File: config.mk
export PLATFORM = sky130hd
export DESIGN_NAME = operand_fetch
export DESIGN_NICKNAME = d
export VERILOG_FILES = /design/src/rtl/operand_fetch.sv
export SDC_FILE = /design/constraint.sdc
export NUM_CORES = 1
export LEC_CHECK = 0
export ABC_AREA = 1
export BUFFER_PORTS_ARGS = -buffer_cell sky130_fd_sc_hd__buf_2
export CAP_MARGIN = 20
export CELL_PAD_IN_SITES_DETAIL_PLACEMENT = 1
export CELL_PAD_IN_SITES_GLOBAL_PLACEMENT = 1
export CORE_UTILIZATION = 33
export CTS_CLUSTER_DIAMETER = 150
export DETAILED_ROUTE_END_ITERATION = 7
export PLACE_DENSITY = 0.84
export SYNTH_ARGS = -nofsm -noshare
export SYNTH_HDL_FRONTEND = slang
export SYNTH_SLANG_ARGS = --single-unit
File: constraint.sdc
create_clock -name clk -period 1.7 [get_ports clk]
set_clock_uncertainty 0.2 [all_clocks]
set_input_delay 0.255 -clock clk [delete_from_list [all_inputs] [get_ports clk]]
set_output_delay 0.255 -clock clk [all_outputs]
set_load 0.05 [all_outputs]
File: src/rtl/operand_fetch.sv
// operand_fetch: indirect operand fetch, reads pointer mem[pc] then operand mem[pointer]
// Ports:
//   clk, rst                      rising-edge clock, synchronous active-high reset
//   start, pc, ready              fetch request from the sequencer (accepted only while ready)
//   valid, ack                    result handshake, result held until ack
//   opnd_addr, opnd_data, err     operand address, signed operand, read timeout flag
//   mem_rd_en, mem_addr           one-cycle memory read request
//   mem_rd_data, mem_rd_valid     memory read response
// Optional build macro OPERAND_FETCH_TIMEOUT_EN adds a per-read wait limit of TIMEOUT cycles.
module operand_fetch #(
    parameter int WIDTH      = 8,
    parameter int ADDR_WIDTH = 8,
    parameter int TIMEOUT    = 15
) (
    input  logic                  clk,
    input  logic                  rst,
    input  logic                  start,
    input  logic [ADDR_WIDTH-1:0] pc,
    output logic                  ready,
    output logic                  valid,
    input  logic                  ack,
    output logic [ADDR_WIDTH-1:0] opnd_addr,
    output logic [WIDTH-1:0]      opnd_data,
    output logic                  err,
    output logic                  mem_rd_en,
    output logic [ADDR_WIDTH-1:0] mem_addr,
    input  logic [WIDTH-1:0]      mem_rd_data,
    input  logic                  mem_rd_valid
);
    typedef enum logic [2:0] {IDLE, REQ_PTR, WAIT_PTR, REQ_OPND, WAIT_OPND, DONE} state_t;
    state_t                state_q, state_d;
    logic [ADDR_WIDTH-1:0] pc_q, pc_d, opnd_addr_q, opnd_addr_d, ptr;
    logic [WIDTH-1:0]      opnd_data_q, opnd_data_d;
    logic                  waiting, expired;
    assign waiting   = state_q == WAIT_PTR || state_q == WAIT_OPND;
    assign ready     = state_q == IDLE;
    assign valid     = state_q == DONE;
    assign mem_rd_en = state_q == REQ_PTR || state_q == REQ_OPND;
    assign mem_addr  = state_q == REQ_PTR ? pc_q : state_q == REQ_OPND ? opnd_addr_q : '0;
    assign opnd_addr = opnd_addr_q;
    assign opnd_data = opnd_data_q;
    // The pointer is an unsigned address: zero-extend narrow data words, truncate wide ones.
    generate
        if (ADDR_WIDTH > WIDTH) begin : g_zext
            assign ptr = {{(ADDR_WIDTH-WIDTH){1'b0}}, mem_rd_data};
        end else begin : g_trunc
            assign ptr = mem_rd_data[ADDR_WIDTH-1:0];
        end
    endgenerate
`ifdef OPERAND_FETCH_TIMEOUT_EN
    localparam int CW = $clog2(TIMEOUT + 1);
    logic [CW-1:0] cnt_q, cnt_d;
    logic          err_q, err_d;
    // Counter is zero in every non-wait state, so it is already clear on entering WAIT_*.
    assign expired = waiting && !mem_rd_valid && cnt_q == CW'(TIMEOUT - 1);
    assign err     = err_q;
    always_comb begin
        cnt_d = waiting && !mem_rd_valid ? cnt_q + CW'(1) : '0;
        err_d = expired ? 1'b1 : (state_q == DONE && ack) ? 1'b0 : err_q;
    end
    always_ff @(posedge clk) begin
        if (rst) begin
            cnt_q <= '0;
            err_q <= 1'b0;
        end else begin
            cnt_q <= cnt_d;
            err_q <= err_d;
        end
    end
`else
    assign expired = 1'b0;
    assign err     = 1'b0;
`endif
    always_comb begin
        state_d     = state_q;
        pc_d        = pc_q;
        opnd_addr_d = opnd_addr_q;
        opnd_data_d = opnd_data_q;
        case (state_q)
            IDLE: begin
                pc_d    = start ? pc : pc_q;
                state_d = start ? REQ_PTR : IDLE;
            end
            REQ_PTR:  state_d = WAIT_PTR;
            WAIT_PTR: begin
                if (mem_rd_valid) begin
                    opnd_addr_d = ptr;
                    state_d     = REQ_OPND;
                end else if (expired) begin
                    opnd_addr_d = '0;
                    opnd_data_d = '0;
                    state_d     = DONE;
                end
            end
            REQ_OPND: state_d = WAIT_OPND;
            WAIT_OPND: begin
                if (mem_rd_valid || expired) begin
                    opnd_data_d = mem_rd_valid ? mem_rd_data : '0;
                    state_d     = DONE;
                end
            end
            DONE:     state_d = ack ? IDLE : DONE;
            default:  state_d = IDLE;
        endcase
    end
    always_ff @(posedge clk) begin
        if (rst) begin
            state_q     <= IDLE;
            pc_q        <= '0;
            opnd_addr_q <= '0;
            opnd_data_q <= '0;
        end else begin
            state_q     <= state_d;
            pc_q        <= pc_d;
            opnd_addr_q <= opnd_addr_d;
            opnd_data_q <= opnd_data_d;
        end
    end
endmodule

After elaboration in Yosys (flattened, before gate mapping)
Index checks and enable logic that the tools add are counted.

cells by class
  equality and inequality tests = 7
  multiplexer cells = 7
  reductions and logical operators = 6

operator list
  kind                                                 number
  one-hot mux 3 bit (6 select lines)                   1
  two-way mux 8 bit                                    2
  two-way mux 3 bit                                    3
  AND reduction 2 bit                                  4
  equality test 3 x 2 -> 1 bit, second input constant  2
  equality test 3 bit, second input constant           2
  != test 2 bit, second input constant                 2
  equality test 3 x 1 -> 1 bit, second input constant  1
  logical NOT 3 bit                                    1
  logical OR 1 bit                                     1
  two-way mux 1 bit                                    1

storage, ports and cells
  word-level logic and storage cells = 24
  register bits = 27
  output and inout bits = 28

Logic depth before layout (Yosys ltp)
  word-level depth = 3
  mapped depth = 6
  mapped depth without buffers = 5

Worst setup path after synthesis
OpenSTA, ideal clock, no wires.

  path type = register to output
  from = register state_q[2]
  to = output port valid
  required time = 1,245 ps
  path slack = -396 ps
  path buffers = 1
  arrival = 1,641 ps
  cell stages (with the launch flop) = 4
  cell sequence = dfxtp_1 -> buf_6 -> inv_1 -> nor3_1

on the way
  cells in the longest elaborated chain, start to end = 1

ends and longest elaborated chain
  what                      line  source
  start: declaration        31    state_t state_q, state_d;
  start signal: assignment  113   state_q <= state_d;
  equality test 3 bit       37    assign valid = state_q == DONE;
  end: declaration          20    output logic valid,

No other way between the ends.

Worst setup path after layout
  from = register state_q[0]
  to = output port mem_addr[0]

on the way
  cells in the longest elaborated chain, start to end = 3
  elaborated cells on any way between the ends = 4
  those cells by class = 2 x eq/ne; 2 x mux

ends and longest elaborated chain
  what                          line  source
  equality test 3 x 2 -> 1 bit  39    assign mem_addr = state_q == REQ_PTR ? pc_q : state_q == REQ_OPND ? opnd_addr_q : '0;
  two-way mux 8 bit             39
  two-way mux 8 bit (*)         39
  end: declaration              26    output logic [ADDR_WIDTH-1:0] mem_addr,

Mark *: on every way between the ends. The rest lies on a longest branch, timed or not.

==> metrics.md <==
| Metric | Value |
|---|---|
| Clk root buf | clkbuf_8 |
| Worst VDD drop | 0.000383 V |
| Post-Layout Cell Count | 267 |
| Clk pin slew, worst setup/hold paths | 90 ps |
| GPL Wtd Cong | 0.760 |
| Final core occ | 52.5% |
| Port-buffer cells | 47 |
| Leak | 0.000744 µW |
| Setup WS post-layout | -49.8 ps |
| Vias/cell | 5.03 |
| Row Count | 21 |
| Mapped Cells | 165 |
| Ant. Diodes | 0 |
| Failing checks | negative setup slack |
| Syn avg cell area | 7.55 µm² |
| RSZ-0062 raised after global routing | yes |
| Number of synthesized register bits | 27 |
| Routed WL | 4340 µm |
| R2r endpoint | state_q[0]$_SDFFE_PP0P_ |
| Worst Hold Depth | 3 |
| Switching power | 666 µW |
| Cell variety after synth | 21 |
| Die span in x | 63.4 µm |
| HP Class | primary input to flip-flop |
| Setup-failing EPs final | 10 |
| CP Class | flip-flop to output pin |
| Post-synthesis sequential area ratio | 43.4% |
| CP Max Fanout | 5 |
| Worst-Skew Late Latency | 270 ps |
| GRT Total Usage | 19.9% |
| Htree depth | 1 |
| Total gr overflow | 0 |
| PD cells | 965 mW/mm² |
| Hold Path Origin | pc[6] |
| Area after DPL | 0.00153 mm² |
| Core area | 0.00347 mm² |
| Antenna Violating Nets Remaining | 0 |
| # DRC | 0 |
| Critical path arrival | 1290 ps |
| Layout area overhead | 46.2% |
| Max Fclk | 0.571 GHz |
| Critical Path Start Type | flip-flop |
| # IOs | 49 |
| Logic gate share of total power | 37.3% |
| Power Total | 1760 µW |
| Min Tclk post-route | 1750 ps |
| Int Power | 1090 µW |
| Sw Ratio | 37.9% |
| Largest net degree at the start of global routing | 19 |
| Syn. warnings | 0 |
| RR Startpoint | state_q[1]$_SDFFE_PP0P_ |
| Final Hold Vio Count | 0 |
| Die Span Y | 63.4 µm |
| Fin crit share | 103% |
| CTS tree | yes |
| R2R Setup Slk | 210 ps |
| TritonRoute pass-1 iters | 4 |
| Worst Hold End | pc_q[6]$_SDFFE_PP0P_ |
| DR WL/cell | 16.3 µm |
| Max-slew violation count | 0 |
| Final instance area | 0.00182 mm² |
| Layout fillers | 439 |
| Vias | 1342 |
| Clock group share of total power | 21.0% |
| Worst hold slack | 37.1 ps |
| Nets@finish | 243 |
| Post-Syn Area | 0.00124 mm² |
| Initial Util | 35.9% |
| Clock sinks | 27 |
| Starting DRT DRC Count | 63 |
| Part of the power in registers | 41.7% |
| WP data required | 1240 ps |
| # placed instances | 256 |
| Initial antenna violation count | 0 |
| Max clock buf depth | 2 |
| Detail Placement HPWL | 2590 µm |
| Crit end category | output pin |
| Total CTS buffers | 3 |
| Number of global-route vias before repair | 1279 |
| Status | complete, but fails checks |
| R2R depth | 6 |
| First-pass GRT wire length | 6130 µm |
| Share of layout cells above drive strength 1 | 39.4% |
| Max_cap viols | 0 |
| Die area | 0.00402 mm² |
| Synthesized net count | 186 |
how the worst max path moves through the flow:
stage / start / to / cells after the start
2_1_floorplan: state_q[2]$_SDFFE_PP0P_ / mem_addr[0] / 4
3_3_place_gp: state_q[2]$_SDFFE_PP0P_ / mem_addr[0] / 4
3_5_place_dp: state_q[2]$_SDFFE_PP0P_ / mem_addr[0] / 4
4_1_cts: state_q[2]$_SDFFE_PP0P_ / mem_addr[7] / 4
5_1_grt: state_q[0]$_SDFFE_PP0P_ / valid / 4
6_report: state_q[0]$_SDFFE_PP0P_ / mem_addr[0] / 3
power by group through the flow:
stage,Sequential [µW],Combinational [µW],Clock [µW]
2_1_floorplan,752,349,0
3_3_place_gp,721,501,0
3_5_place_dp,722,507,0
4_1_cts,722,541,371
5_1_grt,739,699,406
6_report,733,655,370
per-stage QoR:
step           worst slack (ps)  TNS, ps
6_report                  -49.8     -273
5_1_grt                   -96.5     -777
4_1_cts                   -16.1    -44.4
3_5_place_dp               73.0        0
3_3_place_gp                136        0
2_1_floorplan              -280    -2240
cell type report:
| cell class | count | area [µm²] | share of cell area, % |
|---|---|---|---|
| well taps | 46 | 57.6 | 3.16 |
| flip-flops and latches | 27 | 549 | 30.2 |
| inverters | 25 | 104 | 5.70 |
| clock buffers | 4 | 45.0 | 2.47 |
| multi-input cells | 106 | 651 | 35.7 |
| repair buffers | 59 | 414 | 22.7 |
flip-flops by register name (all words and copies together), names as in the netlist:
register / cells
pc_q: 8
state_q: 3
opnd_addr: 8
opnd_data: 8
cells in the mapped netlist, drive strengths merged:
master / instances / share of area, %
dfxtp: 27 / 43
inv: 23 / 6.9
clkbuf: 5 / 2.4
a21oi: 25 / 10
conb: 1 / 0.30
nand4: 2 / 1.0
o22ai: 8 / 4.0
buf: 3 / 2.4
clkinv: 2 / 0.80
nand2: 46 / 14
nor2: 5 / 3.4
nand3: 16 / 9.6
nor3: 2 / 1.7
cell usage in the layout (no fill, tap or decap), types with 2 or more instances in the layout:
cell type / count
a21oi_1: 25
buf_2: 36
buf_4: 9
buf_6: 13
clkbuf_8: 3
clkinv_2: 2
dfxtp_1: 24
dfxtp_4: 2
inv_1: 21
nand2_1: 46
nand3_1: 11
nand3_4: 5
nand4_1: 2
nor2_1: 3
o22ai_2: 6
o22ai_4: 2
metal layers:
| layer | GRT usage, % | routed length, µm | vias to the layer above |
|---|---|---|---|
| met5 | 0 | 0 | - |
| met4 | 8.81 | 84 | 0 |
| met3 | 2.17 | 128 | 8 |
| met2 | 33.0 | 2340 | 35 |
| met1 | 25.9 | 1800 | 652 |
| li1 | - | - | 647 |
logic make-up (layout without fill, tap and decap cells):
group	after synthesis	in the layout	synth area share (%)
AOI/OAI and AO/OA	33	33	14.1
buffers and inverters	33	88	12.6
DFF	27	27	43.4
other	1	1	0.301
and+or+nand+nor	71	72	29.6
critical path, cell delays in order, from the launching register on:
cell and delay [ps]:
dfxtp_4 430, nand3_4 180, o22ai_4 220, buf_6 190
what timing repair did:
| action | in CTS | in global routing |
|---|---|---|
| hold buffers | 0 | 0 |
| pin swaps | 0 | 2 |
| gates cloned | 1 | 0 |
| gates resized for setup | 22 | 27 |
| endpoints found under the setup margin | 11 | 11 |
| setup buffers | 0 | 6 |
| hold endpoints to repair | 0 | 0 |
Note: power is estimated with default switching activity, not from simulation.
